File: src/rtl/control_unit.sv
`default_nettype none
// ============================================================================
// Module      : control_unit
// Description : Multicycle Moore sequencer for a 16-bit ISA. Fetches one word
//               from instruction memory, decodes it, and drives the register
//               file, data memory and ALU controls for one execute step
//               (two steps for LOAD). Outputs depend on state and IR only.
//
// Ports       : CLK        - clock, rising edge
//               RST        - synchronous active-high reset
//               IM_data    - instruction word at PC_addr (sampled in FETCH)
//               PC_addr    - instruction-memory address
//               IR         - instruction register
//               state      - current FSM state (debug)
//               D_addr     - data-memory address
//               D_wr       - data-memory write strobe
//               RF_s       - write-back select (0 ALU, 1 memory, 2 immediate)
//               RF_W_addr  - register-file write address
//               RF_W_wr    - register-file write enable
//               RF_Ra_addr - register-file port A read address
//               RF_Rb_addr - register-file port B read address
//               ALU_s0     - ALU op (0 pass, 1 ADD, 2 SUB)
//               imm        - 8-bit immediate (only when CU_LDI_EN is defined)
//
// Build option: define CU_LDI_EN to add the LDI instruction (op 0110) and the
//               imm output. Without it, op 0110 executes as NOOP.
//
// Revision    : 1.0 - initial release
// ============================================================================
module control_unit #(
    parameter int PC_W    = 7,
    parameter int DADDR_W = 8
) (
    input  logic               CLK,
    input  logic               RST,
    input  logic [15:0]        IM_data,
`ifdef CU_LDI_EN
    output logic [7:0]         imm,
`endif
    output logic [PC_W-1:0]    PC_addr,
    output logic [15:0]        IR,
    output logic [3:0]         state,
    output logic [DADDR_W-1:0] D_addr,
    output logic               D_wr,
    output logic [1:0]         RF_s,
    output logic [3:0]         RF_W_addr,
    output logic               RF_W_wr,
    output logic [3:0]         RF_Ra_addr,
    output logic [3:0]         RF_Rb_addr,
    output logic [2:0]         ALU_s0
);

    localparam logic [3:0] c_S_INIT   = 4'd0;
    localparam logic [3:0] c_S_FETCH  = 4'd1;
    localparam logic [3:0] c_S_DECODE = 4'd2;
    localparam logic [3:0] c_S_NOOP   = 4'd3;
    localparam logic [3:0] c_S_LOAD_A = 4'd4;
    localparam logic [3:0] c_S_LOAD_B = 4'd5;
    localparam logic [3:0] c_S_STORE  = 4'd6;
    localparam logic [3:0] c_S_ADD    = 4'd7;
    localparam logic [3:0] c_S_SUB    = 4'd8;
    localparam logic [3:0] c_S_HALT   = 4'd9;
    localparam logic [3:0] c_S_LDI    = 4'd10;

    localparam logic [3:0] c_OP_STORE = 4'h1;
    localparam logic [3:0] c_OP_LOAD  = 4'h2;
    localparam logic [3:0] c_OP_ADD   = 4'h3;
    localparam logic [3:0] c_OP_SUB   = 4'h4;
    localparam logic [3:0] c_OP_HALT  = 4'h5;
    localparam logic [3:0] c_OP_LDI   = 4'h6;

    localparam logic [PC_W-1:0] c_PC_ONE = PC_W'(1);

    logic [3:0]      r_state;
    logic [3:0]      w_next;
    logic [PC_W-1:0] r_pc;
    logic [15:0]     r_ir;
    logic [3:0]      w_op;

    assign w_op    = r_ir[15:12];
    assign PC_addr = r_pc;
    assign IR      = r_ir;
    assign state   = r_state;

    // State, PC and IR. PC/IR only move in FETCH; PC wraps naturally.
    always_ff @(posedge CLK) begin
        if (RST) begin
            r_state <= c_S_INIT;
            r_pc    <= '0;
            r_ir    <= '0;
        end else begin
            r_state <= w_next;
            if (r_state == c_S_FETCH) begin
                r_ir <= IM_data;
                r_pc <= r_pc + c_PC_ONE;
            end
        end
    end

    // Next-state logic.
    always_comb begin
        w_next = c_S_FETCH;
        case (r_state)
            c_S_INIT:   w_next = c_S_FETCH;
            c_S_FETCH:  w_next = c_S_DECODE;
            c_S_DECODE: begin
                case (w_op)
                    c_OP_STORE: w_next = c_S_STORE;
                    c_OP_LOAD:  w_next = c_S_LOAD_A;
                    c_OP_ADD:   w_next = c_S_ADD;
                    c_OP_SUB:   w_next = c_S_SUB;
                    c_OP_HALT:  w_next = c_S_HALT;
`ifdef CU_LDI_EN
                    c_OP_LDI:   w_next = c_S_LDI;
`else
                    c_OP_LDI:   w_next = c_S_NOOP;
`endif
                    default:    w_next = c_S_NOOP;
                endcase
            end
            c_S_LOAD_A: w_next = c_S_LOAD_B;
            c_S_HALT:   w_next = c_S_HALT;
            default:    w_next = c_S_FETCH;
        endcase
    end

    // Moore outputs: everything idles at zero unless an execute state
    // claims it. Write strobes only ever appear in execute states.
    always_comb begin
        D_addr     = '0;
        D_wr       = 1'b0;
        RF_s       = 2'd0;
        RF_W_addr  = 4'd0;
        RF_W_wr    = 1'b0;
        RF_Ra_addr = 4'd0;
        RF_Rb_addr = 4'd0;
        ALU_s0     = 3'd0;
`ifdef CU_LDI_EN
        imm        = 8'd0;
`endif
        case (r_state)
            c_S_STORE: begin
                D_addr     = DADDR_W'(r_ir[11:4]);
                RF_Ra_addr = r_ir[3:0];
                D_wr       = 1'b1;
            end
            // LOAD_A spends one cycle waiting on the synchronous memory read
            // with the write-back path already steered; LOAD_B commits it.
            c_S_LOAD_A, c_S_LOAD_B: begin
                D_addr    = DADDR_W'(r_ir[11:4]);
                RF_s      = 2'd1;
                RF_W_addr = r_ir[3:0];
                RF_W_wr   = (r_state == c_S_LOAD_B);
            end
            c_S_ADD, c_S_SUB: begin
                RF_Ra_addr = r_ir[11:8];
                RF_Rb_addr = r_ir[7:4];
                RF_W_addr  = r_ir[3:0];
                ALU_s0     = (r_state == c_S_ADD) ? 3'd1 : 3'd2;
                RF_W_wr    = 1'b1;
            end
`ifdef CU_LDI_EN
            c_S_LDI: begin
                imm       = r_ir[11:4];
                RF_s      = 2'd2;
                RF_W_addr = r_ir[3:0];
                RF_W_wr   = 1'b1;
            end
`endif
            default: ;
        endcase
    end

endmodule
`default_nettype wire

File: config.mk
export PLATFORM = sky130hd
export DESIGN_NAME = control_unit
export DESIGN_NICKNAME = d
export VERILOG_FILES = /design/src/rtl/control_unit.sv
export SDC_FILE = /design/constraint.sdc
export NUM_CORES = 1
export LEC_CHECK = 0
export ABC_AREA = 0
export CORE_UTILIZATION = 41
export DETAILED_ROUTE_END_ITERATION = 16
export GPL_ROUTABILITY_DRIVEN = 0
export HOLD_SLACK_MARGIN = 0.02
export PLACE_DENSITY = 0.82
export SLEW_MARGIN = 15
export SYNTH_ARGS = -nofsm -noshare
export SYNTH_HDL_FRONTEND = slang
export SYNTH_SLANG_ARGS = --single-unit
File: constraint.sdc
create_clock -name CLK -period 5.2 [get_ports CLK]
set_clock_uncertainty 0.2 [all_clocks]
set_input_delay 1.3 -clock CLK [delete_from_list [all_inputs] [get_ports CLK]]
set_output_delay 1.3 -clock CLK [all_outputs]
set_load 0.01 [all_outputs]
Word-level counts from Yosys, hierarchy flattened
Cells that the tools add are included.

operators by class
  $add $sub $neg = 1
  equal/unequal tests = 13
  mux-type cells = 11
  reduce and logical (&&, ||, !) cells = 4

operators by type and width
  operator                                                          number
  4-bit by 3-bit == test with 1-bit output (second input constant)  6
  4-bit case mux with 5 select lines                                1
  4-bit case mux with 4 select lines                                1
  4-bit by 2-bit == test with 1-bit output (second input constant)  3
  4-bit by 1-bit == test with 1-bit output (second input constant)  2
  4-bit == test (second input constant)                             2
  4-bit two-way mux                                                 2
  8-bit two-way mux                                                 1
  4-bit case mux with 2 select lines                                1
  7-bit by 1-bit adder with 7-bit output (second input constant)    1
  2-bit two-way mux                                                 2
  2-bit OR reduction                                                2
  4-bit OR reduction                                                1
  3-bit OR reduction                                                1
  1-bit two-way mux                                                 2
  1-bit case mux with 2 select lines                                1

word-level totals
  register bits after elaboration = 27
  input bits = 18
  output and inout port bits = 54

Depth between registers and ports, before layout
Gate-level depths: netlist of run 1.

  depth in word-level cells = 3
  mapped depth = 5

Worst setup path before layout of run 1
Ideal clock, no wire load.

  path type = flip-flop to output port
  start = register r_state[0], in the netlist state[0]
  end = output port RF_Ra_addr[0]
  data arrival time = 1634 ps
  slack = 2066 ps
  cell stages (with the launch flop) = 5
  buffers on the path = 1
  cells stage by stage = dfxtp_1 -> clkbuf_1 -> or4b_2 -> o21ai_1 -> a22o_1

between the ends
  word-level cells in the longest chain between the ends = 3
  elaborated cells on any way between the ends = 5

RTL lines
  item                                                                              RTL line  source
  from (decl)                                                                       74        logic [3:0] r_state;
  from (signal assigned)                                                            88        r_state <= c_S_INIT;
  from (signal assigned)                                                            92        r_state <= w_next;
  4-bit by 3-bit == test with 1-bit output / 4-bit == test (equally long branches)  141       case (r_state)
  2-bit OR reduction                                                                n/a
  4-bit case mux with 2 select lines *                                              141
  to (decl)                                                                         48        output logic [3:0] RF_Ra_addr,

Mark *: on every way between the ends. The rest lies on a longest branch, timed or not.

Final worst setup path of run 1
  start = register r_state[3], in the netlist state[3]
  end = output port RF_Ra_addr[2]

Same word-level chain as after synthesis.

==> flow_summary_export.csv, run 1 <==
group,metric,value,unit
floorplan,start_util,43.1,%
final_layout,diodes,0,
global_routing,grt_use_met1,28.2,%
synth,ys_seq_elements,27,
global_routing,antenna_found_initial,0,
sta,min_period,4.15,ns
clock_network,clk_pin_slew,0.15,ns
floorplan,die-area,0.00344,mm^2
synth,ys_seq_area_share,41.1,%
place,postPlaceCellArea,0.00202,mm^2
global_routing,grt_max_degree,28,
clock_network,cts_setup_buffers,0,
final_layout,final_cells,276,
clock_network,cts.repair.resized,0,
critical_path,critPathKind,"reg2out",
place,place_hpwl,2550,um
synth,synth_area_leaders,"dfxtp_1 41%, nand2_1 11%, a21oi_1 8.8%, and3_1 3.8%, a22o_1 2.7%",
pwr,p_total,543,uW
synth,ys_types,34,
drt,first_pass_iters,6,
final_layout,area_growth_syn_to_layout,55.6,%
synth,synth_top_area_share,41.1,%
global_routing,grt-busiest-layer,"met2",
pwr,peakVddDrop,0.223,mV
critical_path,startpoint_type,"flip-flop",
synth,postSynthCellCount,171,
final_layout,nNetsFinal,252,
critical_path,cp_cell_sequence,"or4b_2 > o21ai_1 > a22o_1 > clkdlybuf4s50_1",
critical_path,cp_slowest_stage_delay,0.66,ns
clock_network,cts_buffer_depth,2,
sta,max_slew_margin,35.6,%
clock_network,cts-buffers-inserted,3,
outcome,status,"completed",
global_routing,gr-usage-met2,35.8,%
flow_run,drv_cap,0,
sta,worstMarginPinSlew,0.963,ns
drt,drc,0,
sta,slew_violations,0,
critical_path,crit_path_top_delay_cell,"or4b_2",
clock_network,clk_latency,0.33,ns
clock_network,tritoncts,"done",
sta,setup_viol,0,
drt,wl_per_cell,12.8,um
drt,post_drt_via_cell_ratio,5.01,
worst_hold_path,min_path_type,"reg2reg",
drt,final_antenna_net_count,0,
clock_network,cts_hold_buf,0,
critical_path,crit_arrival,2.65,ns
sta,rsz0062_at_grt,"false",
drt,finalWirelength,3530,um
sta,fin_tns_setup,0,ns
clock_network,ctsHtreeMaxLevel,1,
critical_path,cp-end-kind,"primary output",
global_routing,grt_pass1_vias,1165,
pwr,cellLeakagePower,0.000733,uW
final_layout,postLayoutCellArea,0.00205,mm^2
floorplan,num_rows,20,
global_routing,groute.usage.overall,21.2,%
floorplan,io_pins,72,
drt,drt-initial-drc-count,66,
sta,fmaxAchievable,241,MHz
floorplan,core,0.00305,mm^2
floorplan,die_y,58.6,um
sta,fin_crit_sh,79.8,%
synth,syn-cell-area,0.00132,mm^2
place,dp.cells,272,
critical_path,required,3.70,ns
clock_network,cts.sink_count,27,
floorplan,die_x,58.6,um
critical_path,crit_fanout,13,
sta,hold_viol,0,
place,port_buffers,69,
synth,syn_area_per_cell,7.69,um^2
pwr,powerDensity,265,mW/mm^2
global_routing,use_met3,3.96,%
clock_network,ctsRootBufferMaster,"clkbuf_4",
global_routing,grt_pass1_wl,5660,um
drt,vias,1382,
global_routing,grt-ovfl-total,0,
final_layout,drive_above_1_share,3.02,%
synth,synth_top_area_cell,"dfxtp_1",
synth,yosysWarnings,0,
## state kept, by name, indices dropped and copies added, names as in the netlist
| signal | flops |
|---|---|
| PC_addr | 7 |
| state | 4 |
| IR | 16 |
## cells in the mapped netlist, drive strengths merged
cell	n
nand2	39
dfxtp	27
a21oi	23
clkbuf	9
and3	8
o21ai	7
buf	5
a21boi	4
a22o	4
and2	4
inv	4
nor2	4
nor3	4
nor3b	4
nand3	3
or3	3
nor4b	2
o31ai	2
or4	2
or4b	2
xor2	2
a2111oi	1
a32oi	1
conb	1
ha	1
nand2b	1
nor2b	1
o2111a	1
o311a	1
xnor2	1
## stage by stage
step / hold slack [ns] / setup slack [ns] / utilization, %
6_report: 0.298 / 1.05 / 67.0
5_1_grt: 0.310 / 0.907 / 67.0
4_1_cts: 0.302 / 1.07 / 67.0
3_5_place_dp: 0.282 / 1.46 / 66.0
3_3_place_gp: 0.265 / 1.51 / 66.0
2_1_floorplan: 0.296 / 2.07 / -
## critical path, delay by kind of cell, from the launching register on
family	cells	cell delay, ns
AND/OR/NAND/NOR	1	0.66
flip-flops	1	0.58
AO/OA/AOI/OAI	2	0.55
buffers and inverters	1	0.54
## cells in the final DEF, fill, tap and decap left out, drive strengths merged, types with 2 or more instances in the layout
cell / n
a22o: 4
nand3: 3
clkbuf: 3
dfxtp: 27
o31ai: 2
a21oi: 23
and2: 4
clkdlybuf4s50: 69
o21ai: 7
nor3b: 4
or4b: 2
or4: 2
nor4b: 2
and3: 8
nor3: 4
inv: 4
xor2: 2
or3: 3
a21boi: 4
conb: 2
nor2: 4
nand2: 39
## logic make-up after synthesis
| logic type | synth area share, % |
|---|---|
| other | 0.285 |
| buffers and inverters | 5.90 |
| adder cells (fa/ha/maj) | 0.951 |
| XOR/XNOR | 2.00 |
| AND/OR/NAND/NOR | 29.3 |
| flip-flops | 41.1 |
| AO/OA/AOI/OAI | 20.5 |
## power breakdown
group	switching [uW]	total (uW)	leakage (uW)	internal (uW)
logic	86.4	177	0.000499	90.7
registers	37.3	270	0.000220	233
clock network	65.7	95.2	0.0000139	29.5
total	189	543	0.000733	353
## worst paths after layout
kind / start / end / slack (ns) / cells after the start
setup / recovery: state[3] / RF_Ra_addr[2] / 1.05 / 4
hold / removal: IR[10] / IR[10] / 0.30 / 2
setup reg to reg: state[0] / PC_addr[5] / 2.70 / 3
hold reg to reg: IR[10] / IR[10] / 0.30 / 2
## routing by layer
layer | vias up | part of all wire [%]
met5 | - | 0
met4 | 0 | 0.74
met3 | 2 | 3.5
met2 | 32 | 50
met1 | 631 | 45
li1 | 717 | -
## area by class of cell
cell class | instances | area [um^2]
Timing Repair Buffer | 70 | 698
Sequential cell | 27 | 541
Inverter | 4 | 15.0
Fill cell | 289 | 1010
Multi-Input combinational cell | 127 | 707
Tap cell | 44 | 55.1
Clock buffer | 3 | 22.5
Clock inverter | 1 | 7.51
Note: power is estimated with default switching activity, not from simulation.
==> inputs of run 2 (changes only) <==
--- a/config.mk
+++ b/config.mk
@@ -6,11 +6,11 @@
 export NUM_CORES = 1
 export LEC_CHECK = 0
 export ABC_AREA = 0
-export CORE_UTILIZATION = 41
+export CORE_UTILIZATION = 35
 export DETAILED_ROUTE_END_ITERATION = 16
 export GPL_ROUTABILITY_DRIVEN = 0
 export HOLD_SLACK_MARGIN = 0.02
-export PLACE_DENSITY = 0.82
+export PLACE_DENSITY = 0.74
 export SLEW_MARGIN = 15
 export SYNTH_ARGS = -nofsm -noshare
 export SYNTH_HDL_FRONTEND = slang
==> constraint.sdc (replaced) <==
create_clock -name CLK -period 3.7 [get_ports CLK]
set_clock_uncertainty 0.2 [all_clocks]
set_input_delay 0.925 -clock CLK [delete_from_list [all_inputs] [get_ports CLK]]
set_output_delay 0.925 -clock CLK [all_outputs]
set_load 0.01 [all_outputs]
==> flow_summary_export.csv, run 2 (synthesis gave the netlist of run 1 again) <==
group,metric,value,unit
pwr,p_int,536,uW
critical_path,startpoint_type,"flip-flop",
global_routing,groute.usage.overall,19.5,%
place,place_hpwl,2720,um
floorplan,io_pins,72,
global_routing,grt-ovfl-total,0,
sta,min_period,3.44,ns
drt,final_antenna_net_count,0,
global_routing,grt_max_degree,28,
clock_network,ctsHtreeMaxLevel,1,
clock_network,tritoncts,"done",
floorplan,die-area,0.00401,mm^2
drt,top_layer_used,"met4",
final_layout,postLayoutCellArea,0.00210,mm^2
drt,first_pass_iters,4,
critical_path,critPathLaunch,"state[1]",
drt,wl_met1,1660,um
pwr,p_total,805,uW
final_layout,largest_register_ffs,16,
critical_path,r2r_end,"PC_addr[5]",
pwr,peakVddDrop,0.241,mV
floorplan,num_rows,21,
sta,setup_viol,0,
clock_network,cts_hold_buf,0,
floorplan,die_x,63.3,um
floorplan,start_util,37.9,%
global_routing,grt_pass1_wl,6300,um
place,postPlaceCellArea,0.00205,mm^2
global_routing,antenna_found_initial,0,
drt,finalWirelength,3670,um
pwr,clockPowerShare,21.4,%
final_layout,final_common_cell,"clkdlybuf4s50_1",
sta,fin_tns_setup,0,ns
sta,slew_violations,0,
sta,rsz0062_at_grt,"false",
critical_path,r2r-start,"state[2]",
critical_path,crit_arrival,2.32,ns
clock_network,clk_latency,0.27,ns
clock_network,cts-buffers-inserted,3,
final_layout,area_growth_syn_to_layout,59.9,%
clock_network,cts.repair.resized,0,
pwr,p_comb_share,32.5,%
pwr,pwr-share-seq,46.1,%
outcome,status,"completed",
drt,wl_per_cell,13.0,um
drt,wl_met2,1880,um
drt,vias,1404,
place,dp.cells,278,
clock_network,cts_setup_buffers,0,
critical_path,required,2.57,ns
final_layout,layout.area.seq,541,um^2
final_layout,final_cell_mix,"69 x clkdlybuf4s50_1, 39 x nand2_1, 27 x dfxtp_1, 23 x a21oi_1, 8 x and3_1",
critical_path,crit_fanout,9,
critical_path,crit_end,"RF_Rb_addr[3]",
pwr,cellLeakagePower,0.000764,uW
pwr,switching_share,33.4,%
pwr,p_sw,269,uW
sta,fin_crit_sh,93.1,%
floorplan,core,0.00347,mm^2
drt,drt-initial-drc-count,78,
final_layout,diodes,0,
place,port_buffers,69,
critical_path,cp-end-kind,"primary output",
critical_path,reg2regPathDepth,4,
final_layout,fillerInstances,333,
drt,drc,0,
global_routing,grt_pass1_vias,1321,
floorplan,die_y,63.3,um
clock_network,cts_buffer_depth,2,
flow_run,drv_cap,0,
sta,max_slew_margin,43.1,%
clock_network,cts.sink_count,27,
drt,wl_met3,122,um
final_layout,nNetsFinal,256,
final_layout,final_cells,282,
final_layout,multi_input_area,713,um^2
drt,post_drt_via_cell_ratio,4.98,
sta,hold_viol,0,
pwr,powerDensity,383,mW/mm^2
final_layout,drive_above_1_share,5.51,%
worst_hold_path,min_path_type,"reg2reg",
critical_path,critPathKind,"reg2out",
sta,fmaxAchievable,290,MHz
clock_network,clk_pin_slew,0.10,ns
sta,worstMarginPinSlew,0.854,ns
critical_path,r2r_setup_slack,1.25,ns
clock_network,ctsRootBufferMaster,"clkbuf_8",
[run 2: how the worst min path moves through the flow]
stage                     startpoint         end  slack, ns  depth (start not counted)
final                          IR[7]       IR[7]       0.28                          2
after global routing           IR[5]       IR[5]       0.31                          2
after CTS                      IR[7]       IR[7]       0.29                          2
after detailed placement       IR[7]       IR[7]       0.27                          2
after global placement    PC_addr[6]  PC_addr[6]       0.27                          2
after floorplan           PC_addr[6]  PC_addr[6]       0.30                          2
[run 2: power by group through the flow]
stage          clock, uW  sequential, uW  combinational, uW
6_report             172             371                262
5_1_grt              193             379                287
3_5_place_dp           0             378                262
3_3_place_gp           0             377                262
2_1_floorplan          0             385                126
4_1_cts              177             371                264
[run 2: layout make-up]
cell class,instances,share of cell area (%)
Multi-Input combinational cell,127,33.9
Clock buffer,3,1.96
Clock inverter,1,0.357
Tap cell,46,2.74
Timing Repair Buffer,74,34.6
Sequential cell,27,25.7
Inverter,4,0.714
[run 2: per-stage QoR]
stage / util (%) / setup WS, ns / hold slack, ns
floorplan: - / 0.941 / 0.296
global placement: 59.1 / 0.438 / 0.269
detailed placement: 59.1 / 0.406 / 0.270
CTS: 60.5 / 0.0877 / 0.286
global route: 60.6 / 0.147 / 0.313
finish: 60.6 / 0.257 / 0.284
[run 2: layer usage]
layer / track usage, % / up-vias
li1: - / 726
met1: 23.5 / 646
met2: 36.2 / 30
met3: 3.80 / 2
met4: 2.56 / 0
met5: 0 / -
[run 2: worst max-delay path: stages (launching register included)]
cell and delay (ns):
dfxtp_1 0.40, or4b_2 0.75, o21ai_2 0.18, and2_1 0.18, clkdlybuf4s50_1 0.53
